### config.mk
export PLATFORM = sky130hd
export DESIGN_NAME = cpu_microcode
export DESIGN_NICKNAME = d
export VERILOG_FILES = /design/src/rtl/cpu_microcode_pkg.sv /design/src/rtl/cpu_microcode_rom.sv /design/src/rtl/cpu_microcode.sv
export SDC_FILE = /design/constraint.sdc
export NUM_CORES = 1
export LEC_CHECK = 0
export ABC_AREA = 1
export ABC_CLOCK_PERIOD_IN_PS = 2000
export CAP_MARGIN = 20
export CORE_ASPECT_RATIO = 0.9
export CORE_MARGIN = 1
export CORE_UTILIZATION = 42
export DETAILED_ROUTE_END_ITERATION = 8
export PLACE_DENSITY = 0.86
export SYNTH_ARGS = -nofsm -noshare
export SYNTH_HDL_FRONTEND = slang
export SYNTH_SLANG_ARGS = --single-unit
### constraint.sdc
create_clock -name clk -period 2 [get_ports clk]
set_input_delay 0.4 -clock clk [delete_from_list [all_inputs] [get_ports clk]]
set_output_delay 0.4 -clock clk [all_outputs]
set_load 0.05 [all_outputs]
### src/rtl/cpu_microcode_pkg.sv
// Shared CPU constants: sequencer state encodings, opcodes, instruction
// patterns and control-word bit positions used by the microcode stage.
package cpu_microcode_pkg;

  typedef enum logic [3:0] {
    STATE_FETCH_PC   = 4'd0,
    STATE_FETCH_INST = 4'd1,
    STATE_LOAD_ADDR  = 4'd2,
    STATE_RAM_B      = 4'd3,
    STATE_ALU_OP     = 4'd4,
    STATE_JUMP       = 4'd5,
    STATE_NEXT       = 4'd6,
    STATE_HALT       = 4'd7,
    STATE_OUT_A      = 4'd8,
    STATE_LDI        = 4'd9,
    STATE_MOV_FETCH  = 4'd10,
    STATE_MOV_LOAD   = 4'd11,
    STATE_MOV_STORE  = 4'd12
  } state_e;

  localparam logic [7:0] OP_ADD = 8'h01;
  localparam logic [7:0] OP_SUB = 8'h02;
  localparam logic [7:0] OP_JMP = 8'h03;
  localparam logic [7:0] OP_JEZ = 8'h04;
  localparam logic [7:0] OP_JNZ = 8'h05;
  localparam logic [7:0] OP_OUT = 8'h06;
  localparam logic [7:0] OP_HLT = 8'h07;

  // Wildcard patterns ('?' bits are don't-care, compare with ==?).
  localparam logic [7:0] PATTERN_MOV = 8'b01??????;
  localparam logic [7:0] PATTERN_LDI = 8'b10000???;

  localparam int CTRL_PC_INC   = 0;
  localparam int CTRL_PC_OUT   = 1;
  localparam int CTRL_PC_LOAD  = 2;
  localparam int CTRL_MAR_LOAD = 3;
  localparam int CTRL_RAM_OUT  = 4;
  localparam int CTRL_RAM_IN   = 5;
  localparam int CTRL_IR_LOAD  = 6;
  localparam int CTRL_A_LOAD   = 7;
  localparam int CTRL_A_OUT    = 8;
  localparam int CTRL_B_LOAD   = 9;
  localparam int CTRL_ALU_OUT  = 10;
  localparam int CTRL_ALU_SUB  = 11;
  localparam int CTRL_OUT_LOAD = 12;
  localparam int CTRL_REG_OE   = 13;
  localparam int CTRL_REG_WE   = 14;
  localparam int CTRL_TMP_LOAD = 15;
  localparam int CTRL_TMP_OUT  = 16;

endpackage

### src/rtl/cpu_microcode_rom.sv
// Combinational microcode table: maps sequencer state, opcode and the stored
// zero flag to the control word and register select for the next cycle.
// Ports:
//   state_i     - current sequencer state
//   opcode_i    - instruction register contents
//   zero_flag_i - stored zero flag (conditional jump decision)
//   ctrl_o      - control word to be registered
//   reg_sel_o   - register-file select to be registered
module cpu_microcode_rom
  import cpu_microcode_pkg::*;
#(
  parameter int CTRL_W = 17,
  parameter int SEL_W  = 3
) (
  input  logic [3:0]        state_i,
  input  logic [7:0]        opcode_i,
  input  logic              zero_flag_i,
  output logic [CTRL_W-1:0] ctrl_o,
  output logic [SEL_W-1:0]  reg_sel_o
);

  logic jump_taken;

  always_comb begin
    jump_taken = (opcode_i == OP_JMP) ||
                 ((opcode_i == OP_JEZ) &&  zero_flag_i) ||
                 ((opcode_i == OP_JNZ) && !zero_flag_i);
  end

  always_comb begin
    ctrl_o    = '0;
    reg_sel_o = '0;
    case (state_i)
      STATE_FETCH_PC: begin
        ctrl_o[CTRL_PC_OUT]   = 1'b1;
        ctrl_o[CTRL_MAR_LOAD] = 1'b1;
      end
      STATE_FETCH_INST: begin
        ctrl_o[CTRL_RAM_OUT]  = 1'b1;
        ctrl_o[CTRL_IR_LOAD]  = 1'b1;
        ctrl_o[CTRL_PC_INC]   = 1'b1;
      end
      STATE_LOAD_ADDR: begin
        ctrl_o[CTRL_RAM_OUT]  = 1'b1;
        ctrl_o[CTRL_MAR_LOAD] = 1'b1;
        ctrl_o[CTRL_PC_INC]   = 1'b1;
      end
      STATE_RAM_B: begin
        ctrl_o[CTRL_RAM_OUT]  = 1'b1;
        ctrl_o[CTRL_B_LOAD]   = 1'b1;
      end
      STATE_ALU_OP: begin
        ctrl_o[CTRL_ALU_OUT]  = 1'b1;
        ctrl_o[CTRL_A_LOAD]   = 1'b1;
        ctrl_o[CTRL_ALU_SUB]  = (opcode_i == OP_SUB);
      end
      STATE_JUMP: begin
        // The jump operand is always read from RAM; a not-taken jump just
        // steps the PC past it.
        ctrl_o[CTRL_RAM_OUT]  = 1'b1;
        ctrl_o[CTRL_PC_LOAD]  = jump_taken;
        ctrl_o[CTRL_PC_INC]   = !jump_taken;
      end
      STATE_LDI: begin
        ctrl_o[CTRL_RAM_OUT]  = 1'b1;
        ctrl_o[CTRL_REG_WE]   = 1'b1;
        ctrl_o[CTRL_PC_INC]   = 1'b1;
        reg_sel_o             = opcode_i[SEL_W-1:0];
      end
      STATE_MOV_LOAD: begin
        ctrl_o[CTRL_REG_OE]   = 1'b1;
        ctrl_o[CTRL_TMP_LOAD] = 1'b1;
        reg_sel_o             = opcode_i[SEL_W-1:0];
      end
      STATE_MOV_STORE: begin
        ctrl_o[CTRL_TMP_OUT]  = 1'b1;
        ctrl_o[CTRL_REG_WE]   = 1'b1;
        reg_sel_o             = opcode_i[2*SEL_W-1:SEL_W];
      end
      STATE_OUT_A: begin
        ctrl_o[CTRL_A_OUT]    = 1'b1;
        ctrl_o[CTRL_OUT_LOAD] = 1'b1;
      end
      // MOV_FETCH, NEXT, HALT and undefined codes leave the bus idle.
      default: begin
        ctrl_o    = '0;
        reg_sel_o = '0;
      end
    endcase
  end

endmodule

### src/rtl/cpu_microcode.sv
// Microcode stage of the CPU: registers the control word and register select
// for the current sequencer state, and owns the sticky halt latch, the zero
// flag used by conditional jumps and the reset_cycle pulse to the sequencer.
// Ports:
//   clk         - system clock, rising edge
//   reset_n     - asynchronous active-low reset
//   state       - current sequencer state
//   opcode      - instruction register contents
//   alu_zero    - ALU result-is-zero indication
//   ctrl        - registered control word
//   reg_sel     - registered register-file select
//   zero_flag   - stored zero flag
//   halt        - sticky halt / clock-stop request
//   reset_cycle - one-clock pulse restarting the sequencer cycle count
module cpu_microcode
  import cpu_microcode_pkg::*;
#(
  parameter int CTRL_W = 17,
  parameter int SEL_W  = 3
) (
  input  logic              clk,
  input  logic              reset_n,
  input  logic [3:0]        state,
  input  logic [7:0]        opcode,
  input  logic              alu_zero,
  output logic [CTRL_W-1:0] ctrl,
  output logic [SEL_W-1:0]  reg_sel,
  output logic              zero_flag,
  output logic              halt,
  output logic              reset_cycle
);

  logic [CTRL_W-1:0] rom_ctrl;
  logic [SEL_W-1:0]  rom_sel;

  logic [CTRL_W-1:0] ctrl_q, ctrl_d;
  logic [SEL_W-1:0]  reg_sel_q, reg_sel_d;
  logic              zero_flag_q, zero_flag_d;
  logic              halt_q, halt_d;
  logic              reset_cycle_q, reset_cycle_d;

  cpu_microcode_rom #(
    .CTRL_W (CTRL_W),
    .SEL_W  (SEL_W)
  ) u_rom (
    .state_i     (state),
    .opcode_i    (opcode),
    .zero_flag_i (zero_flag_q),
    .ctrl_o      (rom_ctrl),
    .reg_sel_o   (rom_sel)
  );

  always_comb begin
    ctrl_d        = rom_ctrl;
    reg_sel_d     = rom_sel;
    reset_cycle_d = (state == STATE_NEXT);
    halt_d        = halt_q | (state == STATE_HALT);
    zero_flag_d   = zero_flag_q;
    // The flag captures the ALU result while the ALU is driving the bus,
    // i.e. while the registered word currently has alu_out asserted.
    if (ctrl_q[CTRL_ALU_OUT]) begin
      zero_flag_d = alu_zero;
    end
    // Once halted everything is parked until reset.
    if (halt_q) begin
      ctrl_d        = '0;
      reg_sel_d     = '0;
      reset_cycle_d = 1'b0;
      zero_flag_d   = zero_flag_q;
    end
  end

  always_ff @(posedge clk or negedge reset_n) begin
    if (!reset_n) begin
      ctrl_q        <= '0;
      reg_sel_q     <= '0;
      zero_flag_q   <= 1'b0;
      halt_q        <= 1'b0;
      reset_cycle_q <= 1'b0;
    end else begin
      ctrl_q        <= ctrl_d;
      reg_sel_q     <= reg_sel_d;
      zero_flag_q   <= zero_flag_d;
      halt_q        <= halt_d;
      reset_cycle_q <= reset_cycle_d;
    end
  end

  assign ctrl        = ctrl_q;
  assign reg_sel     = reg_sel_q;
  assign zero_flag   = zero_flag_q;
  assign halt        = halt_q;
  assign reset_cycle = reset_cycle_q;

endmodule

=== Word level (Yosys, flattened, before mapping) ===
Cells that the tools add are included.

* Flip-flop bits (word level): 23
* Logic and storage cells: 52

* Eq/ne operators: 15
* Muxes and demuxes: 17
* Bitwise operators: 2
* Reductions and logical operators: 13

{| class="wikitable"
|+ Operators with widths
! cell !! count
|-
| two-way mux 17 bit || 1
|-
| == test 4 x 3 -> 1 bit, second input constant || 4
|-
| == test 4 bit, second input constant || 4
|-
| == test 8 x 2 -> 1 bit, second input constant || 2
|-
| == test 8 x 3 -> 1 bit, second input constant || 2
|-
| two-way mux 1 bit || 12
|-
| == test 4 x 2 -> 1 bit, second input constant || 2
|-
| one-hot mux 3 bit (2 select lines) || 1
|-
| OR reduction 2 bit || 3
|-
| OR reduction 5 bit || 1
|-
| == test 4 x 1 -> 1 bit, second input constant || 1
|-
| logical NOT 4 bit || 1
|-
| two-way mux 3 bit || 1
|-
| OR reduction 3 bit || 1
|-
| logical AND 1 bit || 2
|-
| logical NOT 1 bit || 2
|-
| logical OR 1 bit || 2
|-
| two-way mux 2 bit || 1
|-
| one-hot mux 1 bit (2 select lines) || 1
|-
| AND reduction 2 bit || 1
|-
| inverter 1 bit || 1
|-
| bitwise OR 1 bit || 1
|}

=== Longest topological paths before layout ===
* Word-level depth: 7
* Depth in mapped cells: 8
* Mapped depth without buffers: 7

=== By module ===
A second synthesis with hierarchy kept.

* Cell total of the unflattened synthesis: 143
* Area total of the unflattened synthesis: 1082.3 um2

{| class="wikitable"
|+ Modules (own cells, without submodules)
! module !! times used !! cells each !! area an instance (um2)
|-
| cpu_microcode || 1 || 81 || 802.0
|-
| cpu_microcode_rom || 1 || 62 || 280.3
|}

=== Worst setup path before layout ===
OpenSTA, ideal clock, no wires.

* Kind: reg2out
* From: reg ctrl_q[10] (netlist: ctrl[10])
* To: out ctrl[10]
* Data arrival time: 0.922 ns
* Data required time: 1.600 ns
* Slack: 0.678 ns
* Stages on the path, launching flop included: 2
* Buffers on the path: 1
* Cells stage by stage: dfrtp_1 buf_4

{| class="wikitable"
|+ RTL lines
! element !! RTL line !! source
|-
| start: declaration || cpu_microcode.sv:36 || <nowiki>logic [CTRL_W-1:0] ctrl_q, ctrl_d;</nowiki>
|-
| start signal: assignment || cpu_microcode.sv:81 || <nowiki>ctrl_q <= ctrl_d;</nowiki>
|-
| end: declaration || cpu_microcode.sv:26 || <nowiki>output logic [CTRL_W-1:0] ctrl,</nowiki>
|}

No word-level cell between the ends.

==> results.md <==
- Cell count after synthesis: 88
- Worst R2R Setup Slack: 0.81 ns
- Synthesis-to-layout area growth: 47.4%
- Top-level port count: 38
- Bufs on Longest Clock Path: 2
- Internal power summed over all cells: 492 uW
- CP required: 1.60 ns
- Min cycle time layout: 1.92 ns
- Number of warning messages in the yosys log: 0
- Number of violations reported at the end of detailed-routing iteration 0: 29
- Dpl cells: 144
- Mean cell area of the mapped netlist: 9.27 sq um
- Biggest area contributors in the synthesized netlist: sky130_fd_sc_hd__dfrtp_1, sky130_fd_sc_hd__nand2_1, sky130_fd_sc_hd__nor2_1, sky130_fd_sc_hd__buf_4, sky130_fd_sc_hd__nand3_1
- Post-synthesis cell area: 816 sq um
- Fraction of layout cells with a size suffix above 1: 0.113
- Portion of total power attributed to sequential cells: 0.593
- Placement-stage worst setup slack: 0.316 ns
- RePlAce Congestion: 0.847
- Max-cap check violation count: 0
- Reg-to-reg critical path endpoint: ctrl[11]
- Type of destination of the critical path: primary output
- Combinational Power Share: 0.118
- Most frequently used flop master after synthesis: sky130_fd_sc_hd__dfrtp_1
- Total setup violations reported at the end of the flow: 0
- Num Clock Sinks: 19
- Unrepaired setup endpoints after global routing: no
- Total Neg Setup Slack: 0 ns
- Slowest stage cell on the critical path: sky130_fd_sc_hd__clkdlybuf4s50_1
- Master cell of the clock root buffer: sky130_fd_sc_hd__clkbuf_4
- Clock transition time at the flip-flop clock pins of the worst setup and hold paths: 0.10 ns
- Synth unique cells: 21
- Switching power share of the total: 0.239
- Ant. Diodes: 0
- Result of the run: complete, no violations
- Number of iterations in the first detailed-routing pass: 4
- Net Count, Synth: 103
- Most repeated cell in the gate-level netlist after synthesis: sky130_fd_sc_hd__dfrtp_1
- Delay of the slowest cell on the worst path: 0.82 ns
- Number of max-slew violations in the final report: 0
- Fraction of the yosys area taken by sequential cells: 0.583
- Total buffers and inverters traversed by the critical path: 1
- Utilization after layout: 0.686
- Post-detailed-placement cell area: 0.00117 sq mm
- Average wire length per cell after detail routing: 12.0 microns
- Number of non-filler instances in the completed layout: 148
- Worst-case headroom to the max-slew limit: 0.653
- Pin count of the biggest net entering global routing: 20
- Final-report hold violation count: 0
- Setup slack of the critical path after layout: 0.0758 ns
- CTS tree: done
- Final net count: 140
- Number of register bits inferred by synthesis: 19
- Total power per unit cell area: 538 mW/mm^2
- Share of synthesized registers carrying an async set or reset: 1.00
- Number of global-route vias before repair: 674
- Actual transition at the worst max-transition pin: 0.518 ns
- Post-detail-place hpwl: 1370 microns
- Total die area: 0.00212 sq mm
- Chip Width: 48.5 microns
- Vias per std cell: 4.91
- Count of buffers from port buffering: 36
- Starting density of the core: 0.466
- Number of antenna violations at the first check in global routing: 0
- Wire length of the first global-routing pass: 3070 microns
- Layout Skew: 0.00381 ns
- Std cell rows: 14
- H-Tree Depth: 1
- FF-to-FF Start: halt
- R2R cell count: 3
- DRC violations left: 0
- Most numerous cell types in the synthesized netlist: sky130_fd_sc_hd__dfrtp_1, sky130_fd_sc_hd__nand2_1, sky130_fd_sc_hd__nor2_1
- Largest fanout on the critical path: 4
- Final Cycle Share: 0.962
- Wire length reported by the detailed router: 1780 microns
- Crit path max-delay family: buffers and inverters
- Worst voltage drop across the vdd grid: 0.381 mV
- Via total after detailed routing: 727
- Crit path cell chain: clkdlybuf4s50_1
- Fraction of post-synthesis cell area in the top cell type by area: 0.583
- Global routing usage summed across all routing layers: 0.200
- Classification of the worst-slack hold path: in2async
- Antenna Violating Nets Remaining: 0
- Fin area: 0.00120 sq mm
- Area of the core region: 0.00175 sq mm
- Crit Path Category: reg2out
- Setup Buffers After CTS: 0
- Remaining Overflow, GRT: 0
- Achievable clock frequency: 0.520 GHz
- Number of flops mapped to enable cells by yosys: 0
- Worst Path Arrival: 1.52 ns
- Clock insertion delay at the later pin of the skew report: 0.30 ns
- Area leader, netlist: sky130_fd_sc_hd__dfrtp_1
- Number of buffers created by CTS: 3
- Startpoint type of the worst setup path: register
- Leakage: 0.000548 uW
- Switching power total: 155 uW
- Proportion of power drawn by the clock network: 0.290
- Die outline height: 43.8 microns
-- kinds of logic (layout without fill, tap and decap cells) --
logic type / Yosys count / in the layout / synth area share
flops: 19 / 19 / 0.583
buf+inv: 14 / 50 / 0.0982
simple gates: 43 / 43 / 0.239
compound gates: 11 / 11 / 0.0751
other cells: 1 / 1 / 0.00460
-- per-stage QoR --
stage | total power [uW] | hold slack (ns)
after CTS | 652 | 0.436
after global routing | 673 | 0.466
after global placement | 465 | 0.495
after floorplan | 425 | 0.104
after detailed placement | 467 | 0.500
final | 647 | 0.438
-- per-layer routing --
metal / wire (microns) / GRT usage / vias to the layer above
met1: 693 / 0.234 / 328
li1: - / - / 347
met3: 181 / 0.0667 / 5
met2: 875 / 0.349 / 47
met5: 0 / 0 / -
met4: 30 / 0.0706 / 0
-- flip-flops by register name, indices dropped and copies added, names as in the netlist --
| signal | flops |
|---|---|
| ctrl | 13 |
| halt | 1 |
| reg_sel | 3 |
| reset_cycle | 1 |
| zero_flag | 1 |
-- worst max-delay path by stage --
stage | slack [ns] | cells after the start | end | start
2_1_floorplan | 0.68 | 1 | ctrl[10] | ctrl[10]
3_3_place_gp | 0.34 | 8 | reg_sel[1] | state[0]
3_5_place_dp | 0.32 | 8 | reg_sel[1] | state[0]
4_1_cts | 0.03 | 1 | halt | halt
5_1_grt | 0.02 | 1 | ctrl[7] | ctrl[10]
6_report | 0.08 | 1 | ctrl[7] | ctrl[10]
-- power by group through the flow --
stage               registers (uW)  logic [uW]  clock network [uW]
CTS                            384        75.7                 192
floorplan                      392        33.7                   0
global placement               391        73.8                   0
detailed placement             391        75.2                   0
global route                   384        84.6                 205
finish                         384        76.1                 187
-- area by class of cell --
type | instances | area (sq um)
sequential | 19 | 475
timing repair buffer | 37 | 370
tap | 24 | 30.0
clock inverter | 1 | 5.00
multi-input combinational | 55 | 260
inverter | 9 | 38.8
clock buffer | 3 | 22.5
fill | 140 | 549
-- cells in the final DEF (no fill, tap or decap) --
cell / n
sky130_fd_sc_hd__buf_4: 1
sky130_fd_sc_hd__nor3_1: 2
sky130_fd_sc_hd__o21ai_1: 1
sky130_fd_sc_hd__nand2_1: 17
sky130_fd_sc_hd__dlymetal6s2s_1: 1
sky130_fd_sc_hd__nor2_1: 15
sky130_fd_sc_hd__nand3_1: 5
sky130_fd_sc_hd__inv_2: 5
sky130_fd_sc_hd__dfrtp_1: 19
sky130_fd_sc_hd__clkdlybuf4s50_1: 35
sky130_fd_sc_hd__o22ai_1: 1
sky130_fd_sc_hd__nand2_4: 1
sky130_fd_sc_hd__clkinv_2: 1
sky130_fd_sc_hd__a31oi_1: 2
sky130_fd_sc_hd__nand2_2: 1
sky130_fd_sc_hd__nor4_1: 1
sky130_fd_sc_hd__o21ai_0: 3
sky130_fd_sc_hd__conb_1: 1
sky130_fd_sc_hd__o31ai_1: 1
sky130_fd_sc_hd__clkbuf_4: 3
sky130_fd_sc_hd__clkinv_4: 1
sky130_fd_sc_hd__inv_1: 3
sky130_fd_sc_hd__nor3_4: 1
sky130_fd_sc_hd__a21oi_1: 3
-- timing repair --
item / in CTS / in global routing
endpoints found under the hold margin: 0 / 0
endpoints found under the setup margin: 0 / 1
resized for setup: 0 / 1
hold buffers: 0 / 0
Power figures use the tool's default switching activity.
